<file path="src/rtl/jailbreak.sv">
// Shared types and constants for the jailbreak DIP/config bank.
package jailbreak;

    localparam int unsigned DIP_WORD_W = 32;
    localparam int unsigned BUS_ADDR_W = 32;
    localparam int unsigned DIP_OFS_W  = 8;

    typedef logic [DIP_WORD_W-1:0] dip_word_t;
    typedef logic [DIP_OFS_W-1:0]  dip_ofs_t;

    localparam dip_ofs_t DIP_BANK_ACTIVE_OFS = 8'h40;
    localparam dip_ofs_t DIP_BANK_CTRL_OFS   = 8'hFF;

    // CTRL write-data bit positions
    localparam int unsigned CTRL_COMMIT_BIT = 0;
    localparam int unsigned CTRL_REVERT_BIT = 1;
    localparam int unsigned CTRL_LOCK_BIT   = 31;

    typedef enum logic [1:0] {
        IDLE  = 2'd0,
        WAIT  = 2'd1,
        APPLY = 2'd2
    } dip_bank_state_t;

    // CTRL read-back word
    typedef struct packed {
        logic                  lock;
        logic [DIP_WORD_W-3:0] rsvd;
        logic                  pending;
    } dip_ctrl_status_t;

endpackage

</file>
<file path="src/rtl/bus_if.sv">
// Simple register bridge: single-cycle writes, reads answered one cycle later.
interface bus_if;
    import jailbreak::*;

    logic [BUS_ADDR_W-1:0] addr;
    logic                  wr;
    dip_word_t             wr_data;
    logic                  rd;
    dip_word_t             rd_data;
    logic                  rd_data_valid;

    modport master (
        output addr, wr, wr_data, rd,
        input  rd_data, rd_data_valid
    );

    modport slave (
        input  addr, wr, wr_data, rd,
        output rd_data, rd_data_valid
    );

endinterface

</file>
<file path="src/rtl/jailbreak_dip_word.sv">
// One shadow/active DIP word pair; changed pulses when an apply alters the active value.
module jailbreak_dip_word
    import jailbreak::*;
#(
    parameter dip_word_t DEFAULT = '0
) (
    input  logic      clk,
    input  logic      reset_n,
    input  logic      shadow_we,
    input  dip_word_t shadow_wdata,
    input  logic      revert,
    input  logic      apply,
    output dip_word_t shadow,
    output dip_word_t active,
    output logic      changed
);

    // apply samples the shadow as it stood before any write landing on the same edge
    always_ff @(posedge clk or negedge reset_n) begin
        if (!reset_n) begin
            shadow  <= DEFAULT;
            active  <= DEFAULT;
            changed <= 1'b0;
        end else begin
            changed <= apply && (active != shadow);
            if (apply) begin
                active <= shadow;
            end
            if (revert) begin
                shadow <= active;
            end else if (shadow_we) begin
                shadow <= shadow_wdata;
            end
        end
    end

endmodule

</file>
<file path="src/rtl/jailbreak_dip_bank.sv">
// NUM_REGS DIP/config words behind one bridge slave, with atomic (optionally deferred) commit.
// Optional sticky write lock when JAILBREAK_DIP_LOCK_EN is defined.
module jailbreak_dip_bank
    import jailbreak::*;
#(
    parameter int unsigned NUM_REGS            = 4,
    parameter bit          DEFERRED            = 1'b1,
    parameter dip_word_t   DEFAULTS [NUM_REGS] = '{default: '0}
) (
    input  logic                clk,
    input  logic                reset_n,
    bus_if.slave                bridge,
    input  logic                apply_strobe,
    output dip_word_t           dip_switches [NUM_REGS],
    output logic [NUM_REGS-1:0] changed,
    output logic                pending
);

    dip_bank_state_t     state;
    dip_bank_state_t     state_next;
    dip_ofs_t            ofs;
    dip_word_t           shadow [NUM_REGS];
    dip_word_t           rd_mux;
    dip_ctrl_status_t    status;
    logic [NUM_REGS-1:0] shadow_we;
    logic                lock;
    logic                ctrl_wr_c;
    logic                commit_q;
    logic                revert_q;
    logic                apply_c;
    logic                pending_d;
    logic                unused_addr_bits;

    assign ofs              = bridge.addr[9:2];
    assign unused_addr_bits = ^{bridge.addr[BUS_ADDR_W-1:10], bridge.addr[1:0]};
    assign ctrl_wr_c        = bridge.wr && (ofs == DIP_BANK_CTRL_OFS) && !lock;

`ifdef JAILBREAK_DIP_LOCK_EN
    // sticky lock, cleared only by reset
    always_ff @(posedge clk or negedge reset_n) begin
        if (!reset_n) begin
            lock <= 1'b0;
        end else if (bridge.wr && (ofs == DIP_BANK_CTRL_OFS) && bridge.wr_data[CTRL_LOCK_BIT]) begin
            lock <= 1'b1;
        end
    end
`else
    assign lock = 1'b0;
`endif

    // CTRL requests are registered; revert overrides a commit in the same write
    always_ff @(posedge clk or negedge reset_n) begin
        if (!reset_n) begin
            commit_q <= 1'b0;
            revert_q <= 1'b0;
        end else begin
            commit_q <= ctrl_wr_c && bridge.wr_data[CTRL_COMMIT_BIT] && !bridge.wr_data[CTRL_REVERT_BIT];
            revert_q <= ctrl_wr_c && bridge.wr_data[CTRL_REVERT_BIT];
        end
    end

    always_comb begin
        shadow_we = '0;
        for (int i = 0; i < int'(NUM_REGS); i++) begin
            shadow_we[i] = bridge.wr && !lock && (ofs == dip_ofs_t'(i));
        end
    end

    for (genvar i = 0; i < int'(NUM_REGS); i++) begin : g_word
        jailbreak_dip_word #(
            .DEFAULT (DEFAULTS[i])
        ) u_word (
            .clk          (clk),
            .reset_n      (reset_n),
            .shadow_we    (shadow_we[i]),
            .shadow_wdata (bridge.wr_data),
            .revert       (revert_q),
            .apply        (apply_c),
            .shadow       (shadow[i]),
            .active       (dip_switches[i]),
            .changed      (changed[i])
        );
    end

    // state register
    always_ff @(posedge clk or negedge reset_n) begin
        if (!reset_n) begin
            state   <= IDLE;
            pending <= 1'b0;
        end else begin
            state   <= state_next;
            pending <= pending_d;
        end
    end

    // next state
    always_comb begin
        state_next = state;
        unique case (state)
            IDLE: begin
                if (commit_q) begin
                    state_next = DEFERRED ? WAIT : APPLY;
                end
            end
            WAIT: begin
                if (revert_q) begin
                    state_next = IDLE;
                end else if (apply_strobe) begin
                    state_next = APPLY;
                end
            end
            APPLY: begin
                if (commit_q) begin
                    state_next = DEFERRED ? WAIT : APPLY;
                end else begin
                    state_next = IDLE;
                end
            end
            default: state_next = IDLE;
        endcase
    end

    // active words load on the edge entering APPLY, so APPLY shows the new values and changed
    always_comb begin
        apply_c   = 1'b0;
        pending_d = 1'b0;
        apply_c   = (state_next == APPLY);
        pending_d = (state_next == WAIT);
    end

    always_comb begin
        status         = '0;
        status.lock    = lock;
        status.pending = pending;
    end

    always_comb begin
        rd_mux = '0;
        for (int i = 0; i < int'(NUM_REGS); i++) begin
            if (ofs == dip_ofs_t'(i)) begin
                rd_mux = shadow[i];
            end
            if (ofs == DIP_BANK_ACTIVE_OFS + dip_ofs_t'(i)) begin
                rd_mux = dip_switches[i];
            end
        end
        if (ofs == DIP_BANK_CTRL_OFS) begin
            rd_mux = dip_word_t'(status);
        end
    end

    // registered read port; a same-cycle write is not yet visible
    always_ff @(posedge clk or negedge reset_n) begin
        if (!reset_n) begin
            bridge.rd_data       <= '0;
            bridge.rd_data_valid <= 1'b0;
        end else begin
            bridge.rd_data       <= bridge.rd ? rd_mux : '0;
            bridge.rd_data_valid <= bridge.rd;
        end
    end

endmodule
</file>
<file path="src/flat_wrapper.sv">
// flat-port wrapper written by rule: the top's interface ports become plain ports
module jailbreak_dip_bank_flat import jailbreak::*;
#(
    parameter int unsigned NUM_REGS            = 4,
    parameter bit          DEFERRED            = 1'b1,
    parameter dip_word_t   DEFAULTS [NUM_REGS] = '{default: '0}
)
  (clk, reset_n, apply_strobe, dip_switches, changed, pending, bridge_addr, bridge_wr, bridge_wr_data, bridge_rd, bridge_rd_data, bridge_rd_data_valid);
  bus_if bridge_i ();
  input  logic clk;
  input  logic reset_n;
  input  logic apply_strobe;
  output dip_word_t dip_switches[NUM_REGS];
  output logic [NUM_REGS-1:0] changed;
  output logic pending;
  input wire logic [$bits(bridge_i.addr)-1:0] bridge_addr;
  input wire logic [$bits(bridge_i.wr)-1:0] bridge_wr;
  input wire logic [$bits(bridge_i.wr_data)-1:0] bridge_wr_data;
  input wire logic [$bits(bridge_i.rd)-1:0] bridge_rd;
  output wire logic [$bits(bridge_i.rd_data)-1:0] bridge_rd_data;
  output wire logic [$bits(bridge_i.rd_data_valid)-1:0] bridge_rd_data_valid;
  assign bridge_i.addr = bridge_addr;
  assign bridge_i.wr = bridge_wr;
  assign bridge_i.wr_data = bridge_wr_data;
  assign bridge_i.rd = bridge_rd;
  assign bridge_rd_data = bridge_i.rd_data;
  assign bridge_rd_data_valid = bridge_i.rd_data_valid;
  jailbreak_dip_bank #(.NUM_REGS(NUM_REGS), .DEFERRED(DEFERRED), .DEFAULTS(DEFAULTS)) u_core (.clk(clk), .reset_n(reset_n), .bridge(bridge_i), .apply_strobe(apply_strobe), .dip_switches(dip_switches), .changed(changed), .pending(pending));
endmodule
</file>
<file path="config.mk">
export PLATFORM = sky130hd
export DESIGN_NAME = jailbreak_dip_bank_flat
export DESIGN_NICKNAME = d
export VERILOG_FILES = /design/src/rtl/jailbreak.sv /design/src/rtl/bus_if.sv /design/src/rtl/jailbreak_dip_word.sv /design/src/rtl/jailbreak_dip_bank.sv /design/src/flat_wrapper.sv
export SDC_FILE = /design/constraint.sdc
export NUM_CORES = 1
export LEC_CHECK = 0
export CAP_MARGIN = 0
export CORE_ASPECT_RATIO = 0.8
export CORE_MARGIN = 2
export CORE_UTILIZATION = 50
export DETAILED_ROUTE_END_ITERATION = 8
export GPL_TIMING_DRIVEN = 0
export PLACE_DENSITY = 0.75
export SYNTH_ARGS = -nofsm -noshare
export SYNTH_HDL_FRONTEND = slang
export SYNTH_SLANG_ARGS = --single-unit
</file>
<file path="constraint.sdc">
create_clock -name clk -period 3.66 [get_ports clk]
set_input_delay 0.366 -clock clk [delete_from_list [all_inputs] [get_ports clk]]
set_output_delay 0.366 -clock clk [all_outputs]
set_load 0.005 [all_outputs]
</file>
== Yosys cells after proc, flatten, opt, wreduce, memory -nomap -nowiden ==
Cells that the tools add are included.
Storage, ports and cells
  register bits after elaboration: 298
  input bits: 69
  output and inout bits: 166
  logic and storage cells: 76
Cells by class
  eq/ne operators: 16
  muxes and demuxes: 23
  reductions and logical operators: 19
Operators by type and width (count)
  $mux W32: 18
  $ne A32 B32 Y1: 4
  $eq A8 B7 Y1 const B: 4
  $eq A8 B2 Y1 const B: 2
  $logic_and A1 B1 Y1: 12
  $eq A8 B1 Y1 const B: 1
  $eq A8 B8 Y1 const B: 1
  $logic_not A8 Y1: 1
  $reduce_bool A2 Y1: 4
  $mux W2: 3
  $pmux W2 S3: 1
  $eq A2 B1 Y1 const B: 2
  $eq A2 B2 Y1 const B: 2
  $logic_not A2 Y1: 1
  $logic_not A1 Y1: 1
  $mux W1: 1

== Depth between registers and ports, before layout ==
  depth after elaboration: 11
  gate-level depth with buffers: 7
  mapped depth without buffers: 5

== Modules after synthesis ==
Synthesis repeated with hierarchy kept, for this count alone.
Unflattened totals
  cells, all modules: 1547
  area total of the unflattened synthesis: 16200.5 um2
Modules (own cells, without submodules)
  jailbreak_dip_word: times used 4, cells an instance 251, area an instance 3044.2 um2, seq. area each 1626.6 um2
  jailbreak_dip_bank: times used 1, cells an instance 543, area an instance 4023.9 um2, seq. area each 950.9 um2

== Least setup slack after synthesis ==
No wires, ideal clock.
  path kind: input to register
  start: input port bridge_addr[7]
  end: register u_core.g_word[2].u_word.shadow[11]
  setup time: 0.122 ns
  data arrival time: 1.744 ns
  required time: 3.538 ns
  path slack: 1.793 ns
  stages on the path: 7
  path buffers: 3
  cells stage by stage: or3_1 buf_2 or4_4 buf_6 buf_6 nand2_1 a21oi_1
On the way
  cells in the longest elaborated chain, start to end: 3
RTL lines
  start, declared: line flat_wrapper.sv:16  | input wire logic [$bits(bridge_i.addr)-1:0] bridge_addr;
  $eq A8 B2 Y1: line jailbreak_dip_bank.sv:65  | shadow_we[i] = bridge.wr && !lock && (ofs == dip_ofs_t'(i));
  $logic_and A1 B1 Y1: line jailbreak_dip_bank.sv:65
  $reduce_bool A2 Y1 (no line)
  end signal, assigned: line jailbreak_dip_word.sv:30  | shadow <= active;
  end signal, assigned: line jailbreak_dip_word.sv:32  | shadow <= shadow_wdata;
  end, declared: line jailbreak_dip_word.sv:13  | output dip_word_t shadow,
No other way between the ends.
A chain may end at the register's enable or synchronous reset.

== Worst setup path after layout ==
  start: input port bridge_addr[2]
  end: register u_core.bridge.rd_data[12]
On the way
  cells in the longest elaborated chain, start to end: 11
  elaborated cells between the ends (all ways): 19
  classes of those cells: eq/ne: 8; mux: 10; reduce/logical: 1
RTL lines
  $logic_not A8 Y1: line jailbreak_dip_bank.sv:140  | if (ofs == dip_ofs_t'(i)) begin
  $mux W32: line jailbreak_dip_bank.sv:140
  $mux W32: line jailbreak_dip_bank.sv:143  | if (ofs == DIP_BANK_ACTIVE_OFS + dip_ofs_t'(i)) begin
  $mux W32: line jailbreak_dip_bank.sv:140
  $mux W32: line jailbreak_dip_bank.sv:143
  $mux W32: line jailbreak_dip_bank.sv:140
  $mux W32: line jailbreak_dip_bank.sv:143
  $mux W32: line jailbreak_dip_bank.sv:140
  $mux W32: line jailbreak_dip_bank.sv:143
  $mux W32 (*): line jailbreak_dip_bank.sv:147  | if (ofs == DIP_BANK_CTRL_OFS) begin
  $mux W32 (*): line jailbreak_dip_bank.sv:158  | bridge.rd_data <= bridge.rd ? rd_mux : '0;
  end signal, assigned: line jailbreak_dip_bank.sv:158
  end, declared: line bus_if.sv:19  | output rd_data, rd_data_valid
Every way passes the cells marked *; elsewhere a longest branch is shown, timed or not.

==> results by group <==
Outcome
  • Status: finished, final reports clean

STA
  • Worst clock skew: around 0.018 ns
  • RSZ-0062 raised after global routing: no
  • Relative slew slack: about two fifths
  • Final Hold Vio Count: 0
  • Max Slew Vio Count: 0
  • Setup Viol. Count Final: 0
  • Crit path time final: about 2.8 ns
  • WHS: between 0.2 and 0.3 ns
  • Period utilization: between 70% and 80%
  • Peak Freq: 354 MHz
  • Actual slew at the worst max-slew pin: 0.925 ns

Global route
  • GRT overflow: 0
  • Largest net degree at the start of global routing: 86
  • All-layer global routing usage: 39.0%
  • Vias in the first global route: around 14000
  • First-pass GRT wire length: 92.7 mm
  • Initial antenna violation count: 3

Cells and area
  • Fillers: 2527
  • Area Growth Syn to Fin: 24.5%
  • ANT cells: 0
  • Core Util, Final: between 60 and 70%
  • Share of layout cells above drive strength 1: 7.95%
  • Nets: about 2000

Clock network
  • Later-pin clock latency in the skew report: ~0.52 ns
  • CTS tree: done
  • Root buffer cell: clkbuf_16
  • Num CTS Buffers: 34
  • Setup Fix Bufs, Post-CTS: 0
  • Clk buf depth: 3
  • H-Tree Depth: 2
  • Clock Sinks: slightly below 300
  • Reg clk slew, reported paths: about 0.06 ns

Synth
  • EDFF count, synth: 0
  • Yosys cell types: 47
  • Synthesis Warnings: 0
  • Async S/R FF share, synth: 100%
  • Mapped Area: 15500 um2
  • Syn avg cell area: ~9.4 um2
  • Top_reg_cell synth: dfrtp_1
  • Post-synthesis sequential area ratio: between 40% and 50%
  • Register bit total from synthesis: between 200 and 300
  • Mapped Nets: between 1500 and 2000
  • Cells after Synth: roughly 1600

Floorplanning
  • Initial Util: 50.8%
  • Row Count: 57
  • Die span in y: ~160 um
  • Chip width: 201 um
  • I/O pin cnt: between 200 and 250
  • DIE AREA: about 32000 um2
  • Core area: about 30000 um2

Pwr
  • Clock share of power: between 40% and 50%
  • Switching share of power: about a quarter
  • Combinational Power Share: 10.9%
  • Static leakage: 8.58 nW
  • Maximum vdd drop: 242 uV
  • Seq pwr share: a little under half
  • Internal power: a little under 6 mW
  • Overall power: about 8 mW
  • P_sw: between 2 and 2.5 mW
  • Pwr dens: 413 nW/um2

Detailed routing
  • First DRT Iteration DRCs: between 1500 and 2000
  • Via count: ~15000
  • DRT Pass-1 Iters: 6
  • DR DRC count: 0
  • DRT antenna net count: 0
  • Routed wire per std cell: approximately 27 um
  • Post-Route WL: 63.8 mm
  • Vias per cell: around 6.3

Setup path
  • CP Class: in2reg
  • CP startpoint kind: input pin
  • Worst path slowest cell: clkbuf_1
  • Slowest stage delay, CP: ~0.7 ns
  • Crit path required time: roughly 4.1 ns
  • Worst-path cell chain: clkdlybuf4s50_1, buf_2, buf_1, nand4_1, o21a_1, clkbuf_1, o21ai_0, a21oi_1
  • Critical-path maximum fanout: 10
  • Crit path DAT: 3.21 ns
  • Crit path capture type: flop

Worst hold path
  • Min-delay worst type: in2reg

Flow run
  • Max-cap violations: 0

Place
  • Detailed Place HPWL: around 46 mm
  • Port bufs: approximately 210
  • Routability cong.: between 0.9 and 1
## kinds of logic after synthesis
group / synth area share [%]
compound gates: 13.9
buf+inv: 3.59
simple gates: 18.2
mux: 8.92
xor+xnor: 7.24
flops: 48.2
## placed cells by master, fill, tap and decap left out, types with 5 or more instances in the layout
master / synthesis / routed
nand2_1: 478 / 478
nand2b_1: 6 / 6
clkbuf_8: 0 / 5
dfrtp_1: 298 / 298
o211ai_1: 30 / 30
mux2i_1: 66 / 66
o21ai_0: 96 / 96
buf_4: 7 / 7
a21oi_1: 81 / 81
clkdlybuf4s50_1: 0 / 207
mux2_2: 62 / 62
nor3_1: 5 / 5
clkinv_2: 0 / 5
nor3b_1: 32 / 32
clkbuf_1: 85 / 92
xnor2_1: 128 / 128
nor2b_1: 49 / 49
buf_1: 8 / 8
clkbuf_16: 0 / 35
o221ai_1: 30 / 30
nor4_1: 8 / 8
buf_2: 21 / 21
o22a_1: 31 / 31
a31oi_1: 16 / 16
nand4_1: 36 / 36
a221o_1: 32 / 32
## layer usage
metal	routed length, um	up-vias	GRT usage (%)	part of all wire, %
met4	3160	2	17.4	4.9
met3	8220	166	10.5	13
met1	26200	7200	56.4	41
li1	-	6194	-	-
met5	12	-	0	0.019
met2	26200	1084	54.6	41
## final timing paths
kind / startpoint / to / slack [ns] / cells after the start
setup / recovery: bridge_addr[2] / u_core.bridge.rd_data[12]$_DFF_PN0_ / 0.84 / 8
setup reg to reg: u_core.revert_q$_DFF_PN0_ / u_core.g_word[2].u_word.shadow[0]$_DFFE_PN0P_ / 1.12 / 5
min in group asynchronous: reset_n / u_core.g_word[1].u_word.active[7]$_DFFE_PN0P_ / 0.38 / 2
hold reg to reg: u_core.g_word[3].u_word.shadow[19]$_DFFE_PN0P_ / u_core.g_word[3].u_word.active[19]$_DFFE_PN0P_ / 0.53 / 2
hold / removal: bridge_addr[3] / u_core.bridge.rd_data[26]$_DFF_PN0_ / 0.28 / 3
max in group asynchronous: reset_n / u_core.bridge.rd_data[21]$_DFF_PN0_ / 2.06 / 4
## final cells by class
| class | instances | area, um2 | area share, % |
|---|---|---|---|
| repair buffers | 212 | 2180 | 11.3 |
| clock buffers | 47 | 971 | 5.03 |
| multi-input cells | 1216 | 7470 | 38.7 |
| plain buffers | 124 | 541 | 2.80 |
| clock inverters | 10 | 133 | 0.688 |
| flip-flops and latches | 298 | 7460 | 38.7 |
| well taps | 413 | 517 | 2.68 |
| inverters | 4 | 15.0 | 0.0779 |
## flip-flops by register name (all words and copies together), names as in the netlist
signal                        flops
u_core.bridge.rd_data            32
u_core.bridge.rd_data_valid       1
u_core.commit_q                   1
u_core.g_word.u_word.active     128
u_core.g_word.u_word.changed      4
u_core.g_word.u_word.shadow     128
u_core.pending                    1
u_core.revert_q                   1
u_core.state                      2
## critical path: cells and delay by family
kind	cells	cell delay, ns
buf+inv	4	1.78
compound gates	3	0.82
simple gates	1	0.24
## metrics by stage
| stage | area [um2] | setup WS (ns) | TNS [ns] | instances |
|---|---|---|---|---|
| after floorplan | 15500 | 1.79 | 0 | 1642 |
| after global placement | 18100 | -10.89 | -3234.21 | 2263 |
| after detailed placement | 18200 | 0.488 | 0 | 2266 |
| after CTS | 19300 | 1.01 | 0 | 2324 |
| after global routing | 19300 | 0.873 | 0 | 2324 |
| final | 19300 | 0.838 | 0 | 2324 |
## Yosys cell counts (21+ instances only)
library cell | number | area (um2)
a21oi_1 | 81 | 405
a221o_1 | 32 | 320
buf_2 | 21 | 105
clkbuf_1 | 85 | 319
dfrtp_1 | 298 | 7460
mux2_2 | 62 | 698
mux2i_1 | 66 | 661
nand2_1 | 478 | 1790
nand4_1 | 36 | 225
nor2b_1 | 49 | 307
nor3b_1 | 32 | 240
o211ai_1 | 30 | 225
o21ai_0 | 96 | 480
o221ai_1 | 30 | 263
o22a_1 | 31 | 272
xnor2_1 | 128 | 1120
## power groups by stage
stage          Clock, mW  Sequential (mW)  Combinational, mW
3_5_place_dp           0             3.67              0.834
4_1_cts             3.47             3.62              0.841
5_1_grt             3.62             3.64              0.914
2_1_floorplan          0             3.62              0.447
3_3_place_gp           0             3.67              0.807
6_report            3.48             3.62              0.867
## what timing repair did
item,in CTS,in global routing
resized for setup,0,0
hold buffers,1,0
endpoints found under the hold margin,56,0
Power figures use the tool's default switching activity.
